File: config.mk
export PLATFORM = sky130hd
export DESIGN_NAME = instr_fetch_unit
export DESIGN_NICKNAME = d
export VERILOG_FILES = /design/src/rtl/instr_fetch_unit.sv
export SDC_FILE = /design/constraint.sdc
export NUM_CORES = 1
export LEC_CHECK = 0
export BUFFER_PORTS_ARGS = -buffer_cell sky130_fd_sc_hd__buf_4
export CORE_UTILIZATION = 49
export CTS_CLUSTER_SIZE = 16
export DETAILED_ROUTE_END_ITERATION = 7
export PLACE_DENSITY = 0.76
export SYNTH_ARGS = -nofsm -noshare
export SYNTH_HDL_FRONTEND = slang
export SYNTH_SLANG_ARGS = --single-unit
File: constraint.sdc
create_clock -name clk -period 3.5 [get_ports clk]
set_input_delay 0.175 -clock clk [delete_from_list [all_inputs] [get_ports clk]]
set_output_delay 0.175 -clock clk [all_outputs]
set_load 0.005 [all_outputs]
File: src/rtl/instr_fetch_unit.sv
// Instruction-fetch front end: PC register, single-outstanding imem requests,
// a small PC+word buffer toward decode, and redirect-driven wrong-path flushing.
module instr_fetch_unit #(
    parameter int            n         = 32,
    parameter logic [n-1:0]  RESET_PC  = '0,
    parameter int            BUF_DEPTH = 2
) (
    input  logic         clk,
    input  logic         rst,
    output logic         imem_req_valid,
    input  logic         imem_req_ready,
    output logic [n-1:0] imem_req_addr,
    input  logic         imem_rsp_valid,
    input  logic [n-1:0] imem_rsp_data,
    input  logic         redirect,
    input  logic [n-1:0] redirect_pc,
    output logic         instr_valid,
    input  logic         instr_ready,
    output logic [n-1:0] instr,
    output logic [n-1:0] instr_pc
);

    localparam int PW = (BUF_DEPTH > 1) ? $clog2(BUF_DEPTH) : 1;
    localparam int CW = PW + 1;

    localparam logic [1:0] S_FETCH = 2'd0;
    localparam logic [1:0] S_WAIT  = 2'd1;
    localparam logic [1:0] S_DROP  = 2'd2;

    logic [1:0]    r_state;
    logic [n-1:0]  r_fetch_pc;
    logic [n-1:0]  r_req_pc;
    logic [n-1:0]  r_buf_pc   [BUF_DEPTH];
    logic [n-1:0]  r_buf_data [BUF_DEPTH];
    logic [PW-1:0] r_rd_ptr;
    logic [PW-1:0] r_wr_ptr;
    logic [CW-1:0] r_count;

    logic [CW-1:0] w_inflight;
    logic          w_credit;
    logic          w_accept;
    logic          w_push;
    logic          w_pop;
    logic          w_empty;
    logic [n-1:0]  w_target;

    // An outstanding request reserves a buffer slot, so a full buffer can never overflow.
    assign w_inflight = r_count + CW'(r_state != S_FETCH);
    assign w_credit   = w_inflight < CW'(BUF_DEPTH);
    assign w_empty    = (r_count == '0);
    assign w_target   = redirect_pc & ~{{(n-2){1'b0}}, 2'b11};

    assign imem_req_valid = !rst && (r_state == S_FETCH) && w_credit;
    assign imem_req_addr  = r_fetch_pc;
    assign w_accept       = imem_req_valid && imem_req_ready;

    assign w_push = (r_state == S_WAIT) && imem_rsp_valid && !redirect;
    assign w_pop  = !w_empty && instr_ready && !redirect;

    assign instr_valid = !rst && !w_empty;
    assign instr       = instr_valid ? r_buf_data[r_rd_ptr] : '0;
    assign instr_pc    = instr_valid ? r_buf_pc[r_rd_ptr]   : '0;

    always_ff @(posedge clk) begin
        if (rst) begin
            r_state    <= S_FETCH;
            r_fetch_pc <= RESET_PC;
            r_rd_ptr   <= '0;
            r_wr_ptr   <= '0;
            r_count    <= '0;
        end else if (redirect) begin
            r_fetch_pc <= w_target;
            r_rd_ptr   <= '0;
            r_wr_ptr   <= '0;
            r_count    <= '0;
            case (r_state)
                S_FETCH: r_state <= w_accept ? S_DROP : S_FETCH;
                S_WAIT:  r_state <= imem_rsp_valid ? S_FETCH : S_DROP;
                S_DROP:  r_state <= imem_rsp_valid ? S_FETCH : S_DROP;
                default: r_state <= S_FETCH;
            endcase
        end else begin
            case (r_state)
                S_FETCH: begin
                    if (w_accept) begin
                        r_fetch_pc <= r_fetch_pc + n'(4);
                        r_state    <= S_WAIT;
                    end
                end
                S_WAIT:  if (imem_rsp_valid) r_state <= S_FETCH;
                S_DROP:  if (imem_rsp_valid) r_state <= S_FETCH;
                default: r_state <= S_FETCH;
            endcase
            if (w_push) r_wr_ptr <= r_wr_ptr + PW'(1);
            if (w_pop)  r_rd_ptr <= r_rd_ptr + PW'(1);
            r_count <= r_count + CW'(w_push) - CW'(w_pop);
        end
    end

    // Buffer contents and the in-flight PC carry no reset; occupancy alone qualifies them.
    always_ff @(posedge clk) begin
        if (w_accept && !redirect) r_req_pc <= r_fetch_pc;
        if (w_push) begin
            r_buf_pc[r_wr_ptr]   <= r_req_pc;
            r_buf_data[r_wr_ptr] <= imem_rsp_data;
        end
    end

endmodule

Yosys cells after proc, flatten, opt, wreduce, memory -nomap -nowiden
Memory sizes are Yosys's and may differ from the RTL's. A register that Yosys moved wholly into a read port is not among the register bits.
Index checks and enable logic that the tools add are counted.
- $add $sub $neg: 6
- bitwise operators: 0
- reductions and logical operators: 22
- shift-type cells: 0
- divide/modulo/power cells: 0
- order comparisons: 1
- multiply operators: 0
- eq/ne operators: 4
- mux-type cells: 18
- operators by type and width (cell ; number):
    $mux W32 ; 5
    $add A32 B3 Y32 const B ; 1
    $mux W2 ; 5
    $logic_and A1 B1 Y1 ; 9
    $pmux W2 S2 ; 2
    $mux W1 ; 6
    $reduce_and A2 Y1 ; 3
    $reduce_bool A2 Y1 ; 3
    $add A2 B1 Y2 ; 2
    $logic_not A2 Y1 ; 2
    $reduce_or A2 Y1 ; 2
    $logic_not A1 Y1 ; 3
    $ne A3 B1 Y1 const B ; 1
    $ne A3 B3 Y1 const B ; 1
    $add A1 B1 Y1 const B ; 2
    $eq A2 B1 Y1 const B ; 1
    $eq A2 B2 Y1 const B ; 1
    $lt A2 B2 Y1 const B ; 1
    $sub A2 B1 Y2 ; 1
- ROM bits: 0
- word-level logic and storage cells: 60
- memories kept: 2
- latch bits: 0
- bits of input ports: 70
- register bits after elaboration: 70
- RAM bits: 128
- memories (name ; depth ; width ; rd ports ; clocked after memory_dff ; write ports ; RTL line ; source):
    r_buf_data ; 2 ; 32 ; 1 ; 1 ; 1 ; 34 ; logic [n-1:0] r_buf_data [BUF_DEPTH];
    r_buf_pc ; 2 ; 32 ; 1 ; 1 ; 1 ; 33 ; logic [n-1:0] r_buf_pc [BUF_DEPTH];

Longest topological paths before layout
- word-level depth: 8
- mapped depth: 9
- gate-level depth less buffers: 9

Least setup slack after synthesis
Ideal clock, no wire load.
- path kind: input port to flip-flop
- from: input port redirect
- to: memory r_buf_data[0][0] (enable)
- slack: -316 ps
- stages on the path: 4
- arrival time: 3334 ps
- path through: inv_1 > clkbuf_1 > nand3_1 > nor2_1
- longest elaborated chain between the ends: 4
- ends and longest elaborated chain (element ; RTL line ; source):
    from (decl) ; 15 ; input logic redirect,
    $logic_not A1 Y1 ; 57 ; assign w_push = (r_state == S_WAIT) && imem_rsp_valid && !redirect;
    $logic_and A1 B1 Y1 ; 57 ;
    $mux W1 ; 103 ; if (w_push) begin
    $mux W1 (not written as such) ; 105 ; r_buf_data[r_wr_ptr] <= imem_rsp_data;
    to (decl) ; 34 ;
Every way passes these cells.

Worst setup path after layout
- from: register r_state[0]
- to: register r_fetch_pc[25] (netlist: imem_req_addr[25])
- longest elaborated chain between the ends: 7
- elaborated cells between the ends (all ways): 10
- those cells by class: 1 x add/sub; 1 x order compare; 8 x reduce/logical
- ends and longest elaborated chain (element ; RTL line ; source):
    from (decl) ; 30 ; logic [1:0] r_state;
    from (signal assigned) ; 77 ; S_FETCH: r_state <= w_accept ? S_DROP : S_FETCH;
    from (signal assigned) ; 78 ; S_WAIT: r_state <= imem_rsp_valid ? S_FETCH : S_DROP;
    from (signal assigned) ; 79 ; S_DROP: r_state <= imem_rsp_valid ? S_FETCH : S_DROP;
    $reduce_bool A2 Y1 ; 48 ; assign w_inflight = r_count + CW'(r_state != S_FETCH);
    $add A2 B1 Y2 ; 48 ;
    $lt A2 B2 Y1 ; 49 ; assign w_credit = w_inflight < CW'(BUF_DEPTH);
    $logic_and A1 B1 Y1 ; 53 ; assign imem_req_valid = !rst && (r_state == S_FETCH) && w_credit;
    $logic_and A1 B1 Y1 ; 55 ; assign w_accept = imem_req_valid && imem_req_ready;
    $reduce_bool A2 Y1 (no source line) ; - ;
    $reduce_and A2 Y1 (no source line) (*) ; - ;
    to (signal assigned) ; 72 ; r_fetch_pc <= w_target;
    to (signal assigned) ; 86 ; r_fetch_pc <= r_fetch_pc + n'(4);
    to (decl) ; 31 ; logic [n-1:0] r_fetch_pc;
Mark *: on every way between the ends. The rest lies on a longest branch, timed or not.
A chain may end at the register's enable or synchronous reset.

==> summary.md <==
| Metric | Value |
|---|---|
| Synth Flop Type | `edfxtp_1` |
| CP max FO | `18` |
| PortBufs | `161` |
| TritonCTS Sinks | `191` |
| Top post-synthesis cells by area | `edfxtp_1, dfxtp_1, mux2i_1` |
| Post CTS Setup Buffer Count | `0` |
| VDD IR-drop max | `0.3699 mV` |
| Hold-fix buffers, CTS | `35` |
| Synth cell types | `52` |
| Largest net degree at the start of global routing | `63` |
| # H-tree levels | `4` |
| DRT antenna net count | `0` |
| Placed Area | `0.009241 mm2` |
| Worst clock skew | `11.67 ps` |
| Nets@finish | `839` |
| First-pass GRT wire length | `27.12 mm` |
| Outcome | `complete, no violations` |
| Leading area contributor after synthesis | `edfxtp_1` |
| Critical Path Start Type | `register` |
| Most common cell after layout, fill and taps aside | `buf_4` |
| Antenna diodes | `0` |
| Total CTS buffers | `17` |
| CTS resizes | `0` |
| Starting density of the core | `50.83%` |
| Die area | `0.01646 mm2` |
| Rel. slew slack | `27.40%` |
| Tot GR Track Use | `21.64%` |
| WS Path Type | `reg -> reg` |
| Final hold vios | `0` |
| Fmax | `407.7 MHz` |
| Dpl hpwl | `11.29 mm` |
| DRC Markers | `0` |
| Synthesis-stage register bit count | `191` |
| Row count | `45` |
| # setup viols final | `0` |
| Mapped Cells | `573` |
| Grt total ovfl | `0` |
| Final Core Density | `66.26%` |
| Vias | `5383` |
| Number of flops mapped to enable cells by yosys | `154` |
| Die width | `128.3 um` |
| Mean Syn Cell Area | `13.64 um2` |
| Synth top area share | `59.18%` |
| Clock Path Buffers | `2` |
| Boundary Pins | `168` |
| Fin. max-slew vios | `0` |
| Worst Hold Class | `in -> reg` |
| Drt wl/cell | `17.62 um` |
| Fraction of layout cells with a size suffix above 1 | `26.45%` |
| Worst-Margin Slew | `1089 ps` |
| Clk slew on worst S/H paths | `70 ps` |
| Number of global-route vias before repair | `5341` |
| Fin area | `0.01018 mm2` |
| WL final | `17.37 mm` |
| Minimum clock period | `2453 ps` |
| Syn. warnings | `0` |
| RSZ-0062 raised after global routing | `false` |
| MaxCap Viol Count | `0` |
| Final Hold Slack | `23.47 ps` |
| Core area | `0.01537 mm2` |
| Synth async-reset ratio | `0%` |
| Drt first-iter violations | `334` |
| TritonCTS clock tree | `built` |
| Most frequent cells in the layout | `buf_4, edfxtp_1, nor2_1` |
| Post-synthesis sequential area ratio | `68.66%` |
| Clk_lat worst skew | `420 ps` |
| Die Y | `128.3 um` |
| Final Wtd Congestion | `0.8694` |
| Synth-to-layout area growth | `30.34%` |
| PD cells | `463.2 mW/mm2` |
| Mapped Area | `0.007814 mm2` |
| CP required | `3830 ps` |
| Initial antenna violation count | `0` |
| Final period utilization | `70.09%` |
| Drt pass-1 iters | `5` |
| CP arrival | `2790 ps` |
| Static Leak | `3.628 nW` |
| Critical Path End Type | `register` |
| Vias per inst | `5.459` |
| CTS Root Cell | `clkbuf_16` |
[where the power goes]
group	total, mW	internal, mW	switching, mW	leakage [nW]
sequential	2.55	2.49	0.0587	1.71
combinational	0.263	0.145	0.117	1.64
clock	1.90	1.10	0.807	0.284
total	4.72	3.73	0.983	3.63
[worst max-delay path, cell delays in order, from the launching register on]
cell,delay (ps)
dfxtp_1,340
inv_1,120
ha_1,230
and4bb_1,490
nand4_4,300
or4_1,580
a311oi_1,300
[state kept, by name, summed over array words and instances, names as in the netlist, named ones only]
name and flops:
r_buf_data 64, r_buf_pc 60, r_wr_ptr 1, imem_req_addr 30, r_req_pc 30, r_rd_ptr 1
r_count 2, r_state 2
[synthesized netlist by cell type (all sizes together) (2+ instances only)]
cell type and instances:
or3 4, edfxtp 154, ha 7, nand3 21, nor3 5, and2 3, a32oi 2, buf 12
clkbuf 22, o31ai 7, o21ai 9, nand4 12, or4 7, o211ai 3, xor2 8, nor4 7
inv 11, and3 7, and4 6, a211oi 12, a311oi 10, nor2 97, nand2 11, a21oi 2
nand2b 2, mux2i 62, a31oi 2, xnor2 7, dfxtp 37, nor2b 3, o311a 3, nand4b 3
[worst paths after layout]
kind	slack, ps	end	from	depth (start not counted)
setup / recovery	1050	imem_req_addr[25]	r_state[0]	6
hold / removal	20	imem_req_addr[14]	redirect_pc[14]	3
setup reg to reg	1050	imem_req_addr[25]	r_state[0]	6
hold reg to reg	450	r_buf_pc[0][3]	r_req_pc[3]	0
[area by class of cell]
| class | instances | area (um2) |
|---|---|---|
| clock buffers | 21 | 460.4 |
| clock inverters | 11 | 132.6 |
| fillers | 1105 | 5186 |
| inverters | 12 | 45.04 |
| multi-input cells | 339 | 2292 |
| flip-flops and latches | 191 | 5369 |
| well taps | 211 | 264.0 |
| repair buffers | 201 | 1622 |
[per-stage QoR]
| step | setup TNS, ps | total power [mW] | setup WS [ps] | cells |
|---|---|---|---|---|
| after floorplan | -39190 | 2.680 | -316.1 | 576 |
| after global placement | 0 | 2.817 | 1208 | 919 |
| after detailed placement | 0 | 2.828 | 1081 | 919 |
| after CTS | 0 | 4.746 | 984.5 | 986 |
| after global routing | 0 | 4.870 | 865.3 | 986 |
| final | 0 | 4.718 | 1047 | 986 |
[routing by layer]
| metal | up-vias | wire length, um | track usage (%) |
|---|---|---|---|
| li1 | 2537 | - | - |
| met1 | 2599 | 7333 | 26.94 |
| met2 | 233 | 8602 | 37.39 |
| met3 | 14 | 1243 | 5.008 |
| met4 | 0 | 189 | 6.644 |
| met5 | - | 0 | 0 |
[cell families (layout without fill, tap and decap cells)]
| group | count (synthesis) | count (layout) | synth area share, % |
|---|---|---|---|
| AND/OR/NAND/NOR | 192 | 192 | 12.38 |
| flip-flops | 191 | 191 | 68.66 |
| multiplexers | 62 | 62 | 7.942 |
| AO/OA/AOI/OAI | 59 | 59 | 5.685 |
| buffers and inverters | 46 | 245 | 2.482 |
| XOR/XNOR | 15 | 15 | 1.681 |
| adder cells (fa/ha/maj) | 7 | 7 | 1.121 |
| other | 1 | 4 | 0.04799 |
No activity file was read; power rests on OpenSTA's default activity.
